### src/rtl/word_alarm.sv
// Keyword alarm: confirms CONFIRM consecutive positive matcher frames, then beeps and holds off.
// Optional ALARM_VAD_GATE_EN: a positive frame only counts while vad_in is high.
module word_alarm #(
  parameter int unsigned CONFIRM        = 2,
  parameter int unsigned TONE_DIV       = 6250,
  parameter int unsigned BEEP_CYCLES    = 50000000,
  parameter int unsigned HOLDOFF_CYCLES = 25000000
) (
  input  logic       clk,
  input  logic       reset,
  input  logic       result_dv,
  input  logic       result,
  input  logic       vad_in,
  output logic       beep,
  output logic       led_detect,
  output logic       led_vad,
  output logic       alarm_pulse,
  output logic       busy,
  output logic [7:0] alarm_count
);

  typedef enum logic [1:0] {S_IDLE, S_CONFIRM, S_BEEP, S_HOLDOFF} state_t;

  state_t      state;
  logic [7:0]  streak;
  logic [31:0] cyc;
  logic [31:0] tone;
  logic        eff;
  logic        fire;

`ifdef ALARM_VAD_GATE_EN
  assign eff = result & vad_in;
`else
  assign eff = result;
`endif

  always_comb begin
    fire = 1'b0;
    if (result_dv && eff) begin
      case (state)
        S_IDLE:    fire = (CONFIRM == 32'd1);
        S_CONFIRM: fire = (({24'd0, streak} + 32'd1) == CONFIRM);
        default:   fire = 1'b0;
      endcase
    end
  end

  always_ff @(posedge clk or posedge reset) begin
    if (reset) begin
      state       <= S_IDLE;
      streak      <= 8'd0;
      cyc         <= 32'd0;
      tone        <= 32'd0;
      beep        <= 1'b0;
      led_detect  <= 1'b0;
      led_vad     <= 1'b0;
      alarm_pulse <= 1'b0;
      busy        <= 1'b0;
      alarm_count <= 8'd0;
    end else begin
      alarm_pulse <= 1'b0;
      led_vad     <= vad_in;
      if (fire) begin
        state       <= S_BEEP;
        streak      <= 8'd0;
        cyc         <= 32'd0;
        tone        <= 32'd0;
        beep        <= 1'b0;
        led_detect  <= 1'b1;
        busy        <= 1'b1;
        alarm_pulse <= 1'b1;
        if (alarm_count != 8'hFF) alarm_count <= alarm_count + 8'd1;
      end else begin
        case (state)
          S_IDLE: begin
            if (result_dv) begin
              if (eff) begin
                streak <= 8'd1;
                state  <= S_CONFIRM;
              end else begin
                streak <= 8'd0;
              end
            end
          end
          S_CONFIRM: begin
            if (result_dv) begin
              if (eff) begin
                streak <= streak + 8'd1;
              end else begin
                streak <= 8'd0;
                state  <= S_IDLE;
              end
            end
          end
          S_BEEP: begin
            if (cyc == BEEP_CYCLES - 32'd1) begin
              cyc        <= 32'd0;
              tone       <= 32'd0;
              beep       <= 1'b0;
              led_detect <= 1'b0;
              if (HOLDOFF_CYCLES == 32'd0) begin
                state <= S_IDLE;
                busy  <= 1'b0;
              end else begin
                state <= S_HOLDOFF;
              end
            end else begin
              cyc <= cyc + 32'd1;
              // Tone wraps on TONE_DIV-1, giving a half-period of TONE_DIV cycles.
              if (tone == TONE_DIV - 32'd1) begin
                tone <= 32'd0;
                beep <= ~beep;
              end else begin
                tone <= tone + 32'd1;
              end
            end
          end
          S_HOLDOFF: begin
            if (cyc == HOLDOFF_CYCLES - 32'd1) begin
              cyc   <= 32'd0;
              state <= S_IDLE;
              busy  <= 1'b0;
            end else begin
              cyc <= cyc + 32'd1;
            end
          end
          default: state <= S_IDLE;
        endcase
      end
    end
  end

endmodule

### config.mk
export PLATFORM = sky130hd
export DESIGN_NAME = word_alarm
export DESIGN_NICKNAME = d
export VERILOG_FILES = /design/src/rtl/word_alarm.sv
export SDC_FILE = /design/constraint.sdc
export NUM_CORES = 1
export LEC_CHECK = 0
export CORE_MARGIN = 2
export CORE_UTILIZATION = 55
export DETAILED_ROUTE_END_ITERATION = 8
export PLACE_DENSITY = 0.8
export SLEW_MARGIN = 40
export SYNTH_ARGS = -nofsm -noshare
export SYNTH_HDL_FRONTEND = slang
export SYNTH_SLANG_ARGS = --single-unit
### constraint.sdc
create_clock -name clk -period 2.7 [get_ports clk]
set_input_delay 0.27 -clock clk [delete_from_list [all_inputs] [get_ports clk]]
set_output_delay 0.27 -clock clk [all_outputs]
set_load 0.02 [all_outputs]
Word level (Yosys, flattened, before mapping) --
Index checks and enable logic that the tools add are counted.
Storage, ports and cells: bits in latches 0, bits in registers 87, word-level logic and storage cells 80, memories 0, bits in read-only memories 0, input bits 5, memory bits (writable) 0
Cells by class: bitwise operators 1, multipliers 0, muxes and demuxes 35, eq/ne operators 14, divide/modulo/power cells 0, magnitude comparators 0, $add $sub $neg 5, shifts and indexed selects 0, reductions and logical operators 15
Operators by type and width (count):
- 32-bit 2-to-1 mux | 7
- 32-bit by 1-bit adder with 32-bit output (second input constant) | 2
- 32-bit one-hot mux with 2 select lines | 1
- 32-bit by 13-bit equality test with 1-bit output (second input constant) | 1
- 32-bit by 25-bit equality test with 1-bit output (second input constant) | 1
- 32-bit by 26-bit equality test with 1-bit output (second input constant) | 1
- 8-bit 2-to-1 mux | 4
- 3-bit inequality test (second input constant) | 6
- 8-bit by 1-bit adder with 8-bit output (second input constant) | 2
- 8-bit one-hot mux with 2 select lines | 1
- 1-bit 2-to-1 mux | 14
- 2-bit 2-to-1 mux | 7
- 8-bit by 1-bit adder with 9-bit output (second input constant) | 1
- 9-bit by 2-bit equality test with 1-bit output (second input constant) | 1
- 3-bit nonzero test | 3
- 8-bit inequality test (second input constant) | 1
- 2-bit one-hot mux with 4 select lines | 1
- 2-bit AND reduction | 4
- 2-bit nonzero test | 4
- 6-bit AND reduction | 1
- 2-bit equality test (second input constant) | 2
- 3-bit AND reduction | 1
- 2-bit by 1-bit equality test with 1-bit output (second input constant) | 1
- 2-bit zero test | 1
- 2 further kinds | 2

Longest topological paths before layout --
Gate-level depths: netlist (run 1).
depth in word-level cells 6, gate-level depth with buffers 9, gate-level depth less buffers 8

Worst setup path before layout (run 1) --
No wires, ideal clock.
path kind reg2reg, start point register cyc[0], end point register cyc[14], path slack 0.480 ns, arrival time 2.101 ns, cell stages (with the launch flop) 9, period minus slack after synthesis 2.220 ns, required time 2.581 ns, path buffers 1, cell sequence dfrtp_1 ha_1 nand3_1 or4_4 nor3_1 nand2_1 nand3_2 buf_4 nor2_1
On the way: longest elaborated chain between the ends 4, elaborated cells on any way between the ends 7, those cells by class add/sub (1); eq/ne (2); mux (4)
RTL lines:
- start: declaration | RTL line 26 | logic [31:0] cyc;
- start signal: assignment | RTL line 108 | cyc <= cyc + 32'd1;
- start signal: assignment | RTL line 124 | cyc <= cyc + 32'd1;
- 32-bit by 1-bit adder with 32-bit output, or another cell as far along | RTL line 108, 124
- 32-bit 2-to-1 mux (on tied branches) | RTL line 119, 96
- 32-bit one-hot mux with 2 select lines * | RTL line 74 | case (state)
- 32-bit 2-to-1 mux * | RTL line 63 | if (fire) begin
Every way passes the cells marked *; elsewhere a longest branch is shown, timed or not. A chain may end at the register's enable or synchronous reset.

Worst setup path in the final report (run 1) --
start point register state[1], end point register tone[26]
On the way: longest elaborated chain between the ends 4, elaborated cells on any way between the ends 6, those cells by class eq/ne (2); mux (3); reduce/logical (1)
RTL lines:
- start: declaration | RTL line 24 | state_t state;
- start signal: assignment | RTL line 50 | state <= S_IDLE;
- start signal: assignment | RTL line 64 | state <= S_BEEP;
- start signal: assignment | RTL line 79 | state <= S_CONFIRM;
- 2-bit by 1-bit equality test with 1-bit output | RTL line 40 | case (state)
- 1-bit 2-to-1 mux | RTL line 40
- 1-bit 2-to-1 mux | RTL line 39 | if (result_dv && eff) begin
- 32-bit 2-to-1 mux or 2-bit nonzero test (tied branches)
- end signal: assignment | RTL line 114 | tone <= tone + 32'd1;
- end: declaration | RTL line 27 | logic [31:0] tone;
Parallel ways exist; a longest one is shown, timed or not.

==> metrics, run 1 <==
horizontal die dimension=98.7 um; first-pass GRT wire length=19.1 mm; TritonCTS clock tree=built; net count of the finished layout=566; routability congestion estimate from global placement=0.917; post-route DRC violation count=0; DIE AREA=0.00973 mm^2; number of global-route vias before repair=4,014; Max rail drop VDD=0.000305 V; Worst Skew=10.1 ps; antenna-violating nets left=0; total of cells resized after clock tree synthesis=0; Clock H-tree levels=3; outcome=complete, no violations; setup TNS after final layout=0 ps; cell taking the most area after synthesis=sky130_fd_sc_hd__dfrtp_1; post-synthesis sequential area ratio=44.2%; slew at the pin closest to its max-slew limit=733 ps; endpoint kind of the worst setup timing path=flip-flop; Sinks on Clock Net=87; core footprint=0.00872 mm^2; Final Max Slew Viols=0; Routed WL per cell=16.8 um; synthesized instance count=536; Post-synth EDFFs=0; grt ovf=0; number of I/O pins=18; Pwr per Cell Area=423 mW/mm^2; number of buffers added for setup after CTS=0; via count=4,174; headroom to the max-slew limit=51.0%; Yosys warning count=0; share of synthesized flip-flops with an asynchronous set or reset=100%; number of cell instances on the worst register-to-register path=6; final critical path time including I/O delays and setup=2480 ps; cell area after synthesis=0.00493 mm^2; path class of the lowest-slack min-delay path=input port to asynchronous set/reset pin; Yosys reg bits=87; Clock Latency Late Sink=370 ps; hold violation total from the final report=0; max frequency=404 MHz; vias per inst=6.25; growth of design area from synthesis to finish=10.4%; most area-consuming cells after synthesis=sky130_fd_sc_hd__dfrtp_1, sky130_fd_sc_hd__xor2_1, sky130_fd_sc_hd__nor2_1; count of non-filler cells in the finished layout=668; RSZ-0062 raised after global routing=false; top cell type's share of synthesized area=44.2%; mean instance size in the synthesized netlist=9.19 um^2; initial antenna violation count=0; Max-Cap Viols=0; diodes inserted=0; effective utilization at floorplan=56.5%; library cell used as clock root buffer=sky130_fd_sc_hd__clkbuf_8; DRC violation total after the first TritonRoute iteration=387; post-cts hold buffer count=0; Core Rows=34; post-placement cell count=652; number of buffer cells added on primary ports=17; CP startpoint kind=flip-flop; post-DP HPWL=7.76 mm; buffer depth of the longest clock path=2; critical path peak fanout=21; Hold Slack=117 ps; critical path data arrival time=2700 ps; maximum number of pins on one net before global-route repair=78; overall power=2.30 mW; post-detailed-routing wire length=11.2 mm; fraction of final layout cells sized beyond drive strength 1=8.93%; Synth Net Count=547; utilization of the core after routing=62.4%; final count of negative-setup-slack endpoints=0; clock buffer count from CTS=9; global-route usage over all layers=24.1%; most instantiated flip-flop cell in the synthesis netlist=sky130_fd_sc_hd__dfrtp_1; leakage power of the design=2.30 nW; category of the most critical setup path=flip-flop to flip-flop; distinct cell type count of the synthesized netlist=62; Die Y=98.7 um; Req. time, crit path=2930 ps; detailed-router iteration count before antenna repair=6; clock-pin slew on the worst setup and hold paths=90 ps; portion of the clock cycle consumed by the worst path in the final layout=91.7%
## final cells by class
| class | count | area [um^2] |
|---|---|---|
| Sequential cell | 87 | 2180 |
| Timing Repair Buffer | 30 | 280 |
| Clock buffer | 11 | 141 |
| Fill cell | 715 | 3280 |
| Multi-Input combinational cell | 416 | 2600 |
| Tap cell | 108 | 135 |
| Inverter | 11 | 42.5 |
| Clock inverter | 5 | 63.8 |
## layer usage
metal / up-vias / GRT usage (%) / share of wire (%)
met3: 22 / 3.76 / 5.5
li1: 1970 / - / -
met1: 2022 / 33.3 / 45
met4: 0 / 11.2 / 2.3
met5: - / 0 / 0
met2: 160 / 37.6 / 47
## worst max-delay path, cell delays in order, from the launching register on
cell,delay [ps]
sky130_fd_sc_hd__dfrtp_1,490
sky130_fd_sc_hd__buf_4,310
sky130_fd_sc_hd__nand2b_1,390
sky130_fd_sc_hd__nor2_1,710
sky130_fd_sc_hd__nand4_1,190
sky130_fd_sc_hd__xor2_1,190
sky130_fd_sc_hd__nor2_1,60
## registers in the layout (all words and copies together) (netlist names)
signal,flops
cyc,32
tone,32
alarm_count,8
streak,8
state,2
alarm_pulse,1
beep,1
busy,1
led_detect,1
led_vad,1
## through the flow
step | worst slack (ps) | cell area [um^2]
2_1_floorplan | 180 | 4930
3_3_place_gp | 202 | 5230
3_5_place_dp | 289 | 5230
4_1_cts | 272 | 5440
5_1_grt | 94.1 | 5440
6_report | 225 | 5440
## cells in the final DEF (no fill, tap or decap), types with 16 or more instances in the layout
cell type                          n
sky130_fd_sc_hd__nand3_1          46
sky130_fd_sc_hd__clkdlybuf4s50_1  17
sky130_fd_sc_hd__nand4_1          29
sky130_fd_sc_hd__and3_1           16
sky130_fd_sc_hd__nand2_1          57
sky130_fd_sc_hd__a21oi_1          19
sky130_fd_sc_hd__xnor2_1          21
sky130_fd_sc_hd__nor2_1           63
sky130_fd_sc_hd__xor2_1           29
sky130_fd_sc_hd__dfrtp_1          87
## synthesized netlist by cell type (2+ instances only)
master / n
sky130_fd_sc_hd__a2111oi_2: 3
sky130_fd_sc_hd__a2111oi_4: 2
sky130_fd_sc_hd__a211oi_1: 2
sky130_fd_sc_hd__a21oi_1: 19
sky130_fd_sc_hd__a31oi_1: 5
sky130_fd_sc_hd__and2_1: 4
sky130_fd_sc_hd__and3_1: 16
sky130_fd_sc_hd__and4_1: 4
sky130_fd_sc_hd__buf_2: 8
sky130_fd_sc_hd__buf_6: 3
sky130_fd_sc_hd__clkbuf_1: 9
sky130_fd_sc_hd__dfrtp_1: 87
sky130_fd_sc_hd__ha_1: 6
sky130_fd_sc_hd__inv_1: 11
sky130_fd_sc_hd__nand2_1: 57
sky130_fd_sc_hd__nand2b_1: 4
sky130_fd_sc_hd__nand3_1: 46
sky130_fd_sc_hd__nand3_2: 3
sky130_fd_sc_hd__nand4_1: 29
sky130_fd_sc_hd__nand4b_1: 2
sky130_fd_sc_hd__nor2_1: 64
sky130_fd_sc_hd__nor2b_1: 4
sky130_fd_sc_hd__nor3_1: 15
sky130_fd_sc_hd__nor3b_1: 4
sky130_fd_sc_hd__nor4_1: 13
sky130_fd_sc_hd__nor4b_1: 2
sky130_fd_sc_hd__nor4bb_1: 2
sky130_fd_sc_hd__o2111ai_1: 3
sky130_fd_sc_hd__o211ai_1: 2
sky130_fd_sc_hd__o21ai_0: 15
sky130_fd_sc_hd__o31ai_1: 7
sky130_fd_sc_hd__or3_1: 6
sky130_fd_sc_hd__or4_1: 2
sky130_fd_sc_hd__xnor2_1: 21
sky130_fd_sc_hd__xor2_1: 29
## cell families (layout without fill, tap and decap cells)
kind of cell,Yosys count,after routing,synth area share (%)
adder cells (fa/ha/maj),6,6,1.52
AND/OR/NAND/NOR,286,286,30.8
buffers and inverters,33,57,3.25
AO/OA/AOI/OAI,73,73,11.2
multiplexers,1,1,0.203
XOR/XNOR,50,50,8.89
flip-flops,87,87,44.2
## final timing paths
kind	slack, ps	from	endpoint
max	220	state[1]	tone[26]
min	120	reset	alarm_pulse
max reg2reg	220	state[1]	tone[26]
min reg2reg	500	alarm_count[4]	alarm_count[4]
max in group asynchronous	1930	reset	cyc[26]
min in group clk	340	vad_in	led_vad
## where the power goes
| part | total [mW] | internal [mW] | switching (mW) |
|---|---|---|---|
| sequential | 1.30 | 1.30 | 0.000174 |
| combinational | 0.0380 | 0.00983 | 0.0282 |
| clock | 0.958 | 0.462 | 0.497 |
| total | 2.30 | 1.77 | 0.525 |
Note: power is estimated with default switching activity, not from simulation.
==> run 2, diff against run 1 <==
- CTS_CLUSTER_SIZE: default -> 40
- SKIP_CTS_REPAIR_TIMING: default -> 1
==> results of run 2 <==
Same layout as run 1: the final DEF is identical, and so are final timing and power.
==> run 3, diff against run 2 <==
- CAP_MARGIN: default -> 5
- REMOVE_ABC_BUFFERS: default -> 1
==> metrics, run 3 (same netlist as run 1, synthesis figures left out) <==
outcome=complete, no violations (unchanged); number of global-route vias before repair=3,974 (was 4,014); area used by sequential logic in the layout=0.00218 mm^2 (unchanged); core footprint=0.00872 mm^2 (unchanged); growth of design area from synthesis to finish=10.5% (was 10.4%); vias per inst=6.22 (was 6.25); TritonCTS clock tree=built (unchanged); post-route DRC violation count=0 (unchanged); hold violation total from the final report=0 (unchanged); number of cell instances on the worst register-to-register path=7 (was 6); cell-internal power=1.86 mW (was 1.77 mW); endpoint kind of the worst setup timing path=flip-flop (unchanged); critical path data arrival time=2660 ps (was 2700 ps); Clock H-tree levels=3 (unchanged); portion of the clock cycle consumed by the worst path in the final layout=89.2% (was 91.7%); overall power=2.36 mW (was 2.30 mW); clock-pin slew on the worst setup and hold paths=90 ps (about the same); combinational fraction of design power=1.8% (was 1.7%); routability congestion estimate from global placement=0.907 (was 0.917); Core Rows=34 (unchanged); DRC violation total after the first TritonRoute iteration=270 (was 387); initial antenna violation count=0 (unchanged); DIE AREA=0.00973 mm^2 (unchanged); leading registers by flop count=cyc (32), tone (32) (unchanged); fin area=0.00545 mm^2 (was 0.00544 mm^2); RSZ-0062 raised after global routing=false (unchanged); final critical path time including I/O delays and setup=2410 ps (was 2480 ps); library cell used as clock root buffer=sky130_fd_sc_hd__clkbuf_8 (unchanged); multi-input combinational cell area=0.00259 mm^2 (was 0.00260 mm^2); grt ovf=0 (unchanged); Hold Slack=239 ps (was 117 ps); Max-Cap Viols=0 (unchanged); category of the most critical setup path=flip-flop to flip-flop (unchanged); final-layout fill cell count=701 (was 715); path class of the lowest-slack min-delay path=input port to asynchronous set/reset pin (unchanged); leakage power of the design=2.32 nW (was 2.30 nW); final count of negative-setup-slack endpoints=0 (unchanged); worst setup path startpoint=cyc[0] (was state[1]); Die Y=98.7 um (unchanged); Setup Slack @ Placement=249 ps (was 289 ps); horizontal die dimension=98.7 um (unchanged); post-detailed-routing wire length=11.2 mm (about the same); leading cell types in the layout, fill and taps excluded=sky130_fd_sc_hd__dfrtp_1, sky130_fd_sc_hd__nor2_1, sky130_fd_sc_hd__nand2_1, sky130_fd_sc_hd__nand3_1 (unchanged); global-route usage over all layers=24.0% (was 24.1%); via count=4,153 (was 4,174); effective utilization at floorplan=56.5% (unchanged); post-DP HPWL=7.76 mm (about the same); maximum number of pins on one net before global-route repair=34 (was 78); Final Max Slew Viols=0 (unchanged); number of buffer cells added on primary ports=17 (unchanged); most common library cell in the layout ignoring fill and taps=sky130_fd_sc_hd__dfrtp_1 (unchanged); Routed WL per cell=16.7 um (was 16.8 um); critical register-to-register path startpoint=cyc[0] (was state[1]); critical path peak fanout=9 (was 21); detailed-router iteration count before antenna repair=5 (was 6); Sinks on Clock Net=87 (unchanged); first-pass GRT wire length=19.0 mm (was 19.1 mm); DP Area=0.00523 mm^2 (about the same); clock network fraction of design power=43.1% (was 41.7%); Pwr per Cell Area=434 mW/mm^2 (was 423 mW/mm^2); Switching Fraction=21.4% (was 22.8%); headroom to the max-slew limit=51.7% (was 51.0%); max frequency=415 MHz (was 404 MHz); Worst Skew=8.78 ps (was 10.1 ps); setup TNS after final layout=0 ps (unchanged); sequential group share of total power=55.1% (was 56.7%); Clock Latency Late Sink=360 ps (was 370 ps); slew at the pin closest to its max-slew limit=723 ps (was 733 ps); net load switching power=504 uW (was 525 uW); buffer depth of the longest clock path=2 (unchanged); clock buffer count from CTS=9 (unchanged); net count of the finished layout=566 (unchanged); Setup WS post-layout=291 ps (was 225 ps); Req. time, crit path=2950 ps (was 2930 ps); CP startpoint kind=flip-flop (unchanged); fraction of final layout cells sized beyond drive strength 1=8.93% (unchanged); diodes inserted=0 (unchanged); Max rail drop VDD=0.000277 V (was 0.000305 V); antenna-violating nets left=0 (unchanged); number of I/O pins=18 (unchanged)
-- run 3: cell count changes in the layout (fill, tap and decap cells not counted) --
cell,previous run,this run
sky130_fd_sc_hd__clkbuf_1,1,0
sky130_fd_sc_hd__nor2_1,63,64
sky130_fd_sc_hd__o21bai_2,0,1
sky130_fd_sc_hd__o21bai_4,1,0
sky130_fd_sc_hd__clkinv_2,1,4
sky130_fd_sc_hd__bufinv_16,1,2
sky130_fd_sc_hd__inv_6,2,0
sky130_fd_sc_hd__nor2_2,1,0
sky130_fd_sc_hd__clkinvlp_4,1,0
-- run 3: routing by layer --
layer  GRT usage [%]  part of all wire (%)
met5               0                     0
met4            7.48                   1.2
met3            5.39                   6.3
met2            37.2                    47
met1            33.9                    45
-- run 3: worst paths after layout --
| path | to | slack (ps) |
|---|---|---|
| worst max-delay path | cyc[7] | 290 |
| worst max register to register | cyc[7] | 290 |
| worst min-delay path | tone[8] | 240 |
| max in group asynchronous | tone[12] | 1870 |
| worst min register to register | busy | 480 |
| min in group clk | led_vad | 350 |
-- run 3: critical path, stage by stage, from the launching register on --
cell                      delay [ps]
sky130_fd_sc_hd__dfrtp_1         420
sky130_fd_sc_hd__ha_1            240
sky130_fd_sc_hd__nand3_1         180
sky130_fd_sc_hd__or4_4           590
sky130_fd_sc_hd__o41a_1          460
sky130_fd_sc_hd__nand3_2         200
sky130_fd_sc_hd__or3_1           140
sky130_fd_sc_hd__nand3_1          70
-- run 3: stage by stage --
stage	utilization, %	cells
final	62.5	668
after global routing	62.5	668
after CTS	62.5	668
after detailed placement	59.9	652
after global placement	59.9	652
after floorplan	-	514
-- run 3: power by group through the flow --
stage / combinational (mW) / clock, mW / sequential, mW
detailed placement: 0.0436 / 0 / 1.33
global placement: 0.0427 / 0 / 1.33
finish: 0.0415 / 1.02 / 1.30
CTS: 0.0435 / 1.03 / 1.30
floorplan: 0.0195 / 0 / 1.33
global route: 0.0479 / 1.09 / 1.30
-- run 3: cell type report --
cell class | count | share of cell area, %
Inverter | 11 | 0.781
Tap cell | 108 | 2.48
Clock inverter | 6 | 1.54
Clock buffer | 10 | 2.53
Multi-Input combinational cell | 416 | 47.6
Timing Repair Buffer | 30 | 5.15
Sequential cell | 87 | 40.0
